### config.mk
export PLATFORM = sky130hd
export DESIGN_NAME = hazard_ctrl_flat
export DESIGN_NICKNAME = d
export VERILOG_FILES = /design/src/rtl/mips_pkg.sv /design/src/rtl/hazard_ctrl_if.sv /design/src/rtl/hazard_ctrl_fwd_sel.sv /design/src/rtl/hazard_ctrl.sv /design/src/flat_wrapper.sv
export SDC_FILE = /design/constraint.sdc
export NUM_CORES = 1
export LEC_CHECK = 0
export BUFFER_PORTS_ARGS = -buffer_cell sky130_fd_sc_hd__buf_4
export CAP_MARGIN = 30
export CORE_MARGIN = 2
export CORE_UTILIZATION = 40
export CTS_CLUSTER_DIAMETER = 60
export CTS_CLUSTER_SIZE = 40
export DETAILED_ROUTE_END_ITERATION = 7
export PLACE_DENSITY = 0.62
export SETUP_SLACK_MARGIN = 0.05
export SLEW_MARGIN = 15
export SYNTH_ARGS = -nofsm -noshare
export SYNTH_HDL_FRONTEND = slang
export SYNTH_SLANG_ARGS = --single-unit
### constraint.sdc
create_clock -name clk -period 4.5 [get_ports clk]
set_input_delay 1.125 -clock clk [delete_from_list [all_inputs] [get_ports clk]]
set_output_delay 1.125 -clock clk [all_outputs]
set_load 0.02 [all_outputs]
### src/rtl/mips_pkg.sv
// Shared MIPS pipeline definitions: forwarding selects and
// shadow copies of the EX/MEM/WB pipeline-register fields.
package mips_pkg;

    localparam logic [1:0] FWD_RF  = 2'b00;
    localparam logic [1:0] FWD_WB  = 2'b01;
    localparam logic [1:0] FWD_MEM = 2'b10;

    localparam logic [4:0] REG_ZERO = 5'd0;

    typedef struct packed {
        logic [4:0] rs;
        logic [4:0] rt;
        logic [4:0] wreg;
        logic       regwrite;
        logic       memtoreg;
        logic       memwrite;
    } ex_shadow_t;

    typedef struct packed {
        logic [4:0] wreg;
        logic       regwrite;
        logic       memtoreg;
        logic       memwrite;
    } mem_shadow_t;

    typedef struct packed {
        logic [4:0] wreg;
        logic       regwrite;
    } wb_shadow_t;

endpackage

### src/rtl/hazard_ctrl_if.sv
// Decode-side inputs and pipeline-control outputs of the
// hazard controller, grouped as one bundle.
interface hazard_ctrl_if #(
    parameter int CNT_W = 16
);
    logic [4:0]       id_rs;
    logic [4:0]       id_rt;
    logic             id_use_rs;
    logic             id_use_rt;
    logic [4:0]       id_wreg;
    logic             id_regwrite;
    logic             id_memtoreg;
    logic             id_memwrite;
    logic             id_jump;
    logic             ex_branch_taken;
    logic             mem_ready;
    logic             pc_en;
    logic             ifid_en;
    logic             idex_en;
    logic             exmem_en;
    logic             memwb_en;
    logic             ifid_flush;
    logic             idex_flush;
    logic [1:0]       fwd_a;
    logic [1:0]       fwd_b;
    logic             load_use_stall;
    logic [CNT_W-1:0] stall_cycles;

    modport master (
        output id_rs, id_rt, id_use_rs, id_use_rt, id_wreg,
        output id_regwrite, id_memtoreg, id_memwrite, id_jump,
        output ex_branch_taken, mem_ready,
        input  pc_en, ifid_en, idex_en, exmem_en, memwb_en,
        input  ifid_flush, idex_flush, fwd_a, fwd_b,
        input  load_use_stall, stall_cycles
    );

    modport slave (
        input  id_rs, id_rt, id_use_rs, id_use_rt, id_wreg,
        input  id_regwrite, id_memtoreg, id_memwrite, id_jump,
        input  ex_branch_taken, mem_ready,
        output pc_en, ifid_en, idex_en, exmem_en, memwb_en,
        output ifid_flush, idex_flush, fwd_a, fwd_b,
        output load_use_stall, stall_cycles
    );

endinterface

### src/rtl/hazard_ctrl_fwd_sel.sv
// One EX operand forwarding select; the youngest producer
// (MEM) wins and $0 is never forwarded.
module fwd_sel
    import mips_pkg::*;
(
    input  logic [4:0] src,
    input  logic [4:0] mem_wreg,
    input  logic       mem_regwrite,
    input  logic       mem_memtoreg,
    input  wb_shadow_t wb,
    output logic [1:0] sel
);

    // MEM ALU result first, then WB write data, else register file
    always_comb begin
        sel = FWD_RF;
        if (mem_regwrite && !mem_memtoreg &&
            mem_wreg != REG_ZERO && mem_wreg == src)
            sel = FWD_MEM;
        else if (wb.regwrite && wb.wreg != REG_ZERO &&
                 wb.wreg == src)
            sel = FWD_WB;
    end

endmodule

### src/rtl/hazard_ctrl.sv
// Pipeline hazard controller: shadows EX/MEM/WB write fields,
// drives stalls, flushes, forwarding and a stall counter.
module hazard_ctrl
    import mips_pkg::*;
#(
    parameter int CNT_W = 16
) (
    input  logic          clk,
    input  logic          reset,
    hazard_ctrl_if.slave  hz
);

    ex_shadow_t  ex_q;
    mem_shadow_t mem_q;
    wb_shadow_t  wb_q;
    ex_shadow_t  ex_d;

    logic             mem_stall;
    logic             load_use;
    logic             pc_en;
    logic             ifid_en;
    logic             idex_en;
    logic             exmem_en;
    logic             memwb_en;
    logic             ifid_flush;
    logic             idex_flush;
    logic             lus;
    logic [CNT_W-1:0] cnt_q;

    // Hazard detection from ID decode and the shadow state
    always_comb begin
        mem_stall = (mem_q.memtoreg | mem_q.memwrite)
                    & ~hz.mem_ready;
        load_use  = ex_q.memtoreg & ex_q.regwrite
                    & (ex_q.wreg != REG_ZERO)
                    & ((hz.id_use_rs & (hz.id_rs == ex_q.wreg))
                     | (hz.id_use_rt & (hz.id_rt == ex_q.wreg)));
    end

    // Prioritised enables and flushes; freeze beats everything
    always_comb begin
        pc_en      = 1'b1;
        ifid_en    = 1'b1;
        idex_en    = 1'b1;
        exmem_en   = 1'b1;
        memwb_en   = 1'b1;
        ifid_flush = 1'b0;
        idex_flush = 1'b0;
        lus        = 1'b0;
        if (mem_stall) begin
            pc_en    = 1'b0;
            ifid_en  = 1'b0;
            idex_en  = 1'b0;
            exmem_en = 1'b0;
            memwb_en = 1'b0;
        end else if (hz.ex_branch_taken) begin
            ifid_flush = 1'b1;
            idex_flush = 1'b1;
        end else if (load_use) begin
            pc_en      = 1'b0;
            ifid_en    = 1'b0;
            idex_flush = 1'b1;
            lus        = 1'b1;
        end else if (hz.id_jump) begin
            ifid_flush = 1'b1;
        end
    end

    // Next EX shadow: the ID decode fields, or a bubble on flush
    always_comb begin
        ex_d          = '0;
        if (!idex_flush) begin
            ex_d.rs       = hz.id_rs;
            ex_d.rt       = hz.id_rt;
            ex_d.wreg     = hz.id_wreg;
            ex_d.regwrite = hz.id_regwrite;
            ex_d.memtoreg = hz.id_memtoreg;
            ex_d.memwrite = hz.id_memwrite;
        end
    end

    // Shadow registers advance with the real pipeline enables
    always_ff @(posedge clk) begin
        if (reset) begin
            ex_q  <= '0;
            mem_q <= '0;
            wb_q  <= '0;
        end else begin
            if (idex_en)
                ex_q <= ex_d;
            if (exmem_en)
                mem_q <= '{wreg:     ex_q.wreg,
                           regwrite: ex_q.regwrite,
                           memtoreg: ex_q.memtoreg,
                           memwrite: ex_q.memwrite};
            if (memwb_en)
                wb_q <= '{wreg:     mem_q.wreg,
                          regwrite: mem_q.regwrite};
        end
    end

    // Saturating count of cycles in which the PC is held
    always_ff @(posedge clk) begin
        if (reset)
            cnt_q <= '0;
        else if (!pc_en && cnt_q != {CNT_W{1'b1}})
            cnt_q <= cnt_q + 1'b1;
    end

    fwd_sel u_fwd_a (
        .src          (ex_q.rs),
        .mem_wreg     (mem_q.wreg),
        .mem_regwrite (mem_q.regwrite),
        .mem_memtoreg (mem_q.memtoreg),
        .wb           (wb_q),
        .sel          (hz.fwd_a)
    );

    fwd_sel u_fwd_b (
        .src          (ex_q.rt),
        .mem_wreg     (mem_q.wreg),
        .mem_regwrite (mem_q.regwrite),
        .mem_memtoreg (mem_q.memtoreg),
        .wb           (wb_q),
        .sel          (hz.fwd_b)
    );

    assign hz.pc_en          = pc_en;
    assign hz.ifid_en        = ifid_en;
    assign hz.idex_en        = idex_en;
    assign hz.exmem_en       = exmem_en;
    assign hz.memwb_en       = memwb_en;
    assign hz.ifid_flush     = ifid_flush;
    assign hz.idex_flush     = idex_flush;
    assign hz.load_use_stall = lus;
    assign hz.stall_cycles   = cnt_q;

endmodule

### src/flat_wrapper.sv
// flat-port wrapper written by rule: the top's interface ports become plain ports
module hazard_ctrl_flat import mips_pkg::*;
#(
    parameter int CNT_W = 16
)
  (clk, reset, hz_id_rs, hz_id_rt, hz_id_use_rs, hz_id_use_rt, hz_id_wreg, hz_id_regwrite, hz_id_memtoreg, hz_id_memwrite, hz_id_jump, hz_ex_branch_taken, hz_mem_ready, hz_pc_en, hz_ifid_en, hz_idex_en, hz_exmem_en, hz_memwb_en, hz_ifid_flush, hz_idex_flush, hz_fwd_a, hz_fwd_b, hz_load_use_stall, hz_stall_cycles);
  hazard_ctrl_if #(.CNT_W(CNT_W)) hz_i ();
  input  logic clk;
  input  logic reset;
  input wire logic [$bits(hz_i.id_rs)-1:0] hz_id_rs;
  input wire logic [$bits(hz_i.id_rt)-1:0] hz_id_rt;
  input wire logic [$bits(hz_i.id_use_rs)-1:0] hz_id_use_rs;
  input wire logic [$bits(hz_i.id_use_rt)-1:0] hz_id_use_rt;
  input wire logic [$bits(hz_i.id_wreg)-1:0] hz_id_wreg;
  input wire logic [$bits(hz_i.id_regwrite)-1:0] hz_id_regwrite;
  input wire logic [$bits(hz_i.id_memtoreg)-1:0] hz_id_memtoreg;
  input wire logic [$bits(hz_i.id_memwrite)-1:0] hz_id_memwrite;
  input wire logic [$bits(hz_i.id_jump)-1:0] hz_id_jump;
  input wire logic [$bits(hz_i.ex_branch_taken)-1:0] hz_ex_branch_taken;
  input wire logic [$bits(hz_i.mem_ready)-1:0] hz_mem_ready;
  output wire logic [$bits(hz_i.pc_en)-1:0] hz_pc_en;
  output wire logic [$bits(hz_i.ifid_en)-1:0] hz_ifid_en;
  output wire logic [$bits(hz_i.idex_en)-1:0] hz_idex_en;
  output wire logic [$bits(hz_i.exmem_en)-1:0] hz_exmem_en;
  output wire logic [$bits(hz_i.memwb_en)-1:0] hz_memwb_en;
  output wire logic [$bits(hz_i.ifid_flush)-1:0] hz_ifid_flush;
  output wire logic [$bits(hz_i.idex_flush)-1:0] hz_idex_flush;
  output wire logic [$bits(hz_i.fwd_a)-1:0] hz_fwd_a;
  output wire logic [$bits(hz_i.fwd_b)-1:0] hz_fwd_b;
  output wire logic [$bits(hz_i.load_use_stall)-1:0] hz_load_use_stall;
  output wire logic [$bits(hz_i.stall_cycles)-1:0] hz_stall_cycles;
  assign hz_i.id_rs = hz_id_rs;
  assign hz_i.id_rt = hz_id_rt;
  assign hz_i.id_use_rs = hz_id_use_rs;
  assign hz_i.id_use_rt = hz_id_use_rt;
  assign hz_i.id_wreg = hz_id_wreg;
  assign hz_i.id_regwrite = hz_id_regwrite;
  assign hz_i.id_memtoreg = hz_id_memtoreg;
  assign hz_i.id_memwrite = hz_id_memwrite;
  assign hz_i.id_jump = hz_id_jump;
  assign hz_i.ex_branch_taken = hz_ex_branch_taken;
  assign hz_i.mem_ready = hz_mem_ready;
  assign hz_pc_en = hz_i.pc_en;
  assign hz_ifid_en = hz_i.ifid_en;
  assign hz_idex_en = hz_i.idex_en;
  assign hz_exmem_en = hz_i.exmem_en;
  assign hz_memwb_en = hz_i.memwb_en;
  assign hz_ifid_flush = hz_i.ifid_flush;
  assign hz_idex_flush = hz_i.idex_flush;
  assign hz_fwd_a = hz_i.fwd_a;
  assign hz_fwd_b = hz_i.fwd_b;
  assign hz_load_use_stall = hz_i.load_use_stall;
  assign hz_stall_cycles = hz_i.stall_cycles;
  hazard_ctrl #(.CNT_W(CNT_W)) u_core (.clk(clk), .reset(reset), .hz(hz_i));
endmodule
## Word-level counts from Yosys, hierarchy flattened

Cells that the tools add are included.

| storage, ports and cells | value |
|---|---|
| register bits | 48 |
| output and inout port bits | 28 |
| word-level logic and storage cells | 61 |

| operators by class | value |
|---|---|
| $add $sub $neg | 1 |
| eq/ne operators | 7 |
| multiplexer cells | 18 |
| bitwise logic cells | 9 |
| reduce and logical (&&, ||, !) cells | 13 |

Operators by type and width:

| operator | number |
|---|---|
| $eq 5x5->1 | 6 |
| $mux 18 | 1 |
| $add 16x1->16 const B | 1 |
| $ne 16x16->1 const B | 1 |
| $mux 1 | 15 |
| $reduce_bool 5->1 | 3 |
| $logic_and 1x1->1 | 8 |
| $and 1x1->1 | 6 |
| $mux 2 | 2 |
| $logic_not 1->1 | 2 |
| $or 1x1->1 | 2 |
| $not 1->1 | 1 |

## Logic depth before layout (Yosys ltp)

| logic depth | value |
|---|---|
| depth after elaboration | 9 |
| gate-level depth with buffers | 9 |

## By module

From an unflattened synthesis, not the netlist that was laid out.

| unflattened totals | value |
|---|---|
| cell total of the unflattened synthesis | 308 |
| area, all modules | 2484.9 µm² |

Modules (own cells, without submodules):

| module | instances | cells each | area each (µm²) | sequential area each (µm²) |
|---|---|---|---|---|
| hazard_ctrl | 1 | 266 | 2162.1 | 960.9 |
| fwd_sel | 2 | 21 | 161.4 | 0.0 |

## Least setup slack after synthesis

Ideal clock, no wire load.

| path | value |
|---|---|
| path kind | in2out |
| start point | input port hz_id_rs[4] |
| end point | output port hz_ifid_flush |
| data arrival time | 2.181 ns |
| path slack | 1.194 ns |
| stages | 5 |
| buffers on the path | 0 |
| path through | xnor2_1 > nand4_1 > o22ai_1 > a21oi_2 > o21a_1 |

| on the way | value |
|---|---|
| cells in the longest elaborated chain, start to end | 7 |

Ends and longest elaborated chain:

| what | RTL line | text |
|---|---|---|
| start: declaration | flat_wrapper.sv:10 | `input wire logic [$bits(hz_i.id_rs)-1:0] hz_id_rs;` |
| $eq 5x5->1 | hazard_ctrl.sv:36 | `& ((hz.id_use_rs & (hz.id_rs == ex_q.wreg))` |
| $and 1x1->1 | hazard_ctrl.sv:36 |  |
| $or 1x1->1 | hazard_ctrl.sv:37 | `\| (hz.id_use_rt & (hz.id_rt == ex_q.wreg)));` |
| $and 1x1->1 | hazard_ctrl.sv:36 |  |
| $mux 1 | hazard_ctrl.sv:59 | `end else if (load_use) begin` |
| $mux 1 | hazard_ctrl.sv:56 | `end else if (hz.ex_branch_taken) begin` |
| $mux 1 | hazard_ctrl.sv:50 | `if (mem_stall) begin` |
| end: declaration | flat_wrapper.sv:26 | `output wire logic [$bits(hz_i.ifid_flush)-1:0] hz_ifid_flush;` |

Every way passes these cells.

## Final worst setup path

| path | value |
|---|---|
| start point | input port hz_id_rs[3] |
| end point | output port hz_ifid_flush |

Same word-level chain as after synthesis.

==> impl_metrics.json <==
{
  "synth_top_area_share_pct": 40.74,
  "min_path_cells": 2,
  "nFillCells": 570,
  "netlist_area_um2": 2359,
  "critical_path_buf_inv_count": 2,
  "status": "finished, final reports clean",
  "nets": 369,
  "min_period_ns": 3.598,
  "path_class": "primary input to primary output",
  "ys_seq_area_share_pct": 40.74,
  "detail-route-antenna-nets": 0,
  "drt-pass1-iter-count": 4,
  "regToRegStartpoint": "u_core.hz.stall_cycles[0]",
  "dieHeight_um": 80.79,
  "relSlewSlack_pct": 47.94,
  "rsz0062_at_grt": "false",
  "critPathLaunchType": "primary input",
  "cts-root-buf": "clkbuf_8",
  "arrival_ns": 2.47,
  "io_buffers": 52,
  "grt_antenna_before_repair": 0,
  "holdBufCountCts": 0,
  "clkLatencyLatePin_ns": 0.30,
  "cap_violations": 0,
  "cts_setup_buffers": 0,
  "ioPinCount": 53,
  "finalSetupTns_ns": 0,
  "clkTransAtPathRegs_ns": 0.08,
  "htree_num_levels": 2,
  "grt-ovfl-total": 0,
  "critical-path-slowest-cell": "o22ai_1",
  "ff2ff_path_depth": 8,
  "critPathCaptureType": "primary output",
  "synth-seq-cells": 48,
  "finish.instance_area_um2": 2859,
  "fin_skew_ns": 0.008129,
  "track_usage_pct": 18.41,
  "crit_path_frequent_cell": "buf_4",
  "vdd_drop_max_uv": 176.8,
  "synth_cells": 297,
  "syn_nets": 323,
  "slowest_delay_ns": 0.43,
  "final.period_utilization_pct": 79.96,
  "leakagePower_uw": 0.001155,
  "start_util_pct": 42.06,
  "drtIter0Drc": 96,
  "setup_violations": 0,
  "routedWlPerCell_um": 14.08,
  "yosysWarnings": 0,
  "crit_cells": 7,
  "area.growth.synth_to_final_pct": 21.22,
  "critPathTopFamily": "compound AO/OA/AOI/OAI gates",
  "grt_first_pass_wirelength_mm": 9.494,
  "synth_edf_count": 0,
  "die_x_um": 80.79,
  "yosys-top-cells-area": "dfxtp_1 41%, nand2_1 11%, a21oi_1 9.1%",
  "fmax_mhz": 277.9,
  "vias": 2196,
  "syn_avg_cell_area_um2": 7.941,
  "cts_resized": 0,
  "routed_wl_mm": 5.859,
  "synth_common_cells": "70 x nand2_1, 48 x dfxtp_1, 43 x a21oi_1, 16 x xnor2_1, 15 x xor2_1",
  "cts_sinks": 48,
  "grt_max_degree": 38,
  "drv_slew": 0,
  "tritoncts": "yes",
  "cts_max_path_buffers": 2,
  "worstPathRequired_ns": 3.38,
  "worst_hold_startpoint": "u_core.ex_q[0]",
  "hpwl_mm": 4.127,
  "p_per_area_nw_per_um2": 283.5,
  "core_um2": 5608,
  "hold-path-endpoint": "u_core.mem_q[0]",
  "cp_max_fo": 9,
  "cts_buffers": 5,
  "ys.flop_type": "dfxtp_1",
  "dieArea_um2": 6526,
  "worstReg2RegEnd": "u_core.hz.stall_cycles[1]",
  "worstMarginPinSlew_ns": 0.7808,
  "final_util_pct": 50.98,
  "viasPerCell": 5.279,
  "grt_pass1_vias": 1981,
  "routabilityCongestion": 0.8858,
  "async_flop_share_pct": 0,
  "synth.most_common_cell": "nand2_1",
  "rrSetupSlack_ns": 2.08,
  "hold_viol_final": 0,
  "drc": 0,
  "yosysTopAreaCell": "dfxtp_1",
  "hp-class": "flop to flop",
  "yosysUniqueCellTypes": 36,
  "place_area_um2": 2755,
  "crit_chain": "buf_4, xnor2_1, nand4_1, o22ai_1, a21oi_2, o21a_1, buf_4",
  "drive_above_1_share_pct": 20.35,
  "n_antenna_cell": 0,
  "fp-row-count": 27
}
==> cell usage in the layout (no fill, tap or decap), types with 2 or more instances in the layout <==
| cell type | Yosys | final |
|---|---|---|
| clkinv_2 | 0 | 2 |
| nor3_1 | 2 | 2 |
| nor4_1 | 6 | 6 |
| nand2_1 | 70 | 70 |
| nor2b_1 | 2 | 2 |
| o21ai_1 | 5 | 5 |
| dfxtp_1 | 48 | 48 |
| a21oi_1 | 43 | 43 |
| nand3_1 | 9 | 9 |
| xnor2_1 | 16 | 16 |
| o21ai_0 | 3 | 3 |
| xor2_1 | 15 | 15 |
| clkbuf_8 | 0 | 6 |
| or3_1 | 6 | 6 |
| or4_1 | 12 | 12 |
| inv_1 | 9 | 9 |
| buf_4 | 3 | 53 |
| a21oi_2 | 3 | 3 |
| o31ai_1 | 6 | 6 |
| nand4_1 | 6 | 6 |
| nor2_1 | 8 | 8 |
==> logic make-up after synthesis <==
logic type | after synthesis | synth area share, %
simple gates | 124 | 24.67
fa+ha+maj | 1 | 0.5304
mux | 1 | 0.4244
buf+inv | 25 | 5.464
xor+xnor | 31 | 11.51
flops | 48 | 40.74
compound gates | 67 | 16.66
==> power by group <==
part	internal, µW	switching (µW)	total, µW
logic	42.4	46.3	88.7
clock network	123	146	269
registers	436	16.3	453
total	602	209	810
==> stage by stage <==
stage / worst slack [ns] / total power [µW] / hold slack (ns) / std cells
2_1_floorplan: 1.194 / 515.9 / 0.4284 / 297
3_3_place_gp: 0.9699 / 550.1 / 0.4413 / 407
3_5_place_dp: 0.9391 / 551.0 / 0.4463 / 407
4_1_cts: 0.9245 / 816.6 / 0.4596 / 415
5_1_grt: 0.8102 / 845.4 / 0.4769 / 416
6_report: 0.9020 / 810.4 / 0.4583 / 416
==> per-layer routing <==
metal / up-vias / global-route usage, % / share of wire [%]
met5: - / 0 / 0
met4: 0 / 5.254 / 0.75
met3: 5 / 3.111 / 4.0
met2: 42 / 29.00 / 47
met1: 1039 / 26.04 / 48
li1: 1110 / - / -
==> flip-flops by register name (all words and copies together) (netlist names) <==
name / count
u_core.mem_q: 8
u_core.ex_q: 18
u_core.hz.stall_cycles: 16
u_core.wb_q: 6
==> worst max-delay path by stage <==
stage	startpoint	to	slack [ns]
2_1_floorplan	hz_id_rs[4]	hz_ifid_flush	1.19
3_3_place_gp	hz_id_rs[3]	hz_ifid_flush	0.97
3_5_place_dp	hz_id_rs[3]	hz_ifid_flush	0.94
4_1_cts	hz_id_rs[3]	hz_ifid_flush	0.92
5_1_grt	hz_id_rs[3]	hz_ifid_flush	0.81
6_report	hz_id_rs[3]	hz_ifid_flush	0.90
==> final cells by class <==
| class | count | area (µm²) | share of cell area [%] |
|---|---|---|---|
| inverters | 10 | 37.54 | 1.313 |
| clock buffers | 6 | 82.58 | 2.888 |
| multi-input cells | 224 | 1269 | 44.38 |
| repair buffers | 54 | 409.1 | 14.31 |
| well taps | 72 | 90.09 | 3.151 |
| flip-flops and latches | 48 | 960.9 | 33.61 |
| clock inverters | 2 | 10.01 | 0.3501 |
==> worst reg2reg max path, delay by kind of cell (launching register included) <==
kind | cells | cell delay (ns)
muxes | 1 | 0.19
buffers and inverters | 1 | 0.23
AOI/OAI and AO/OA | 1 | 0.41
adders and majority gates | 1 | 0.29
DFF | 1 | 0.48
and+or+nand+nor | 4 | 0.70
Note: power is estimated with default switching activity, not from simulation.
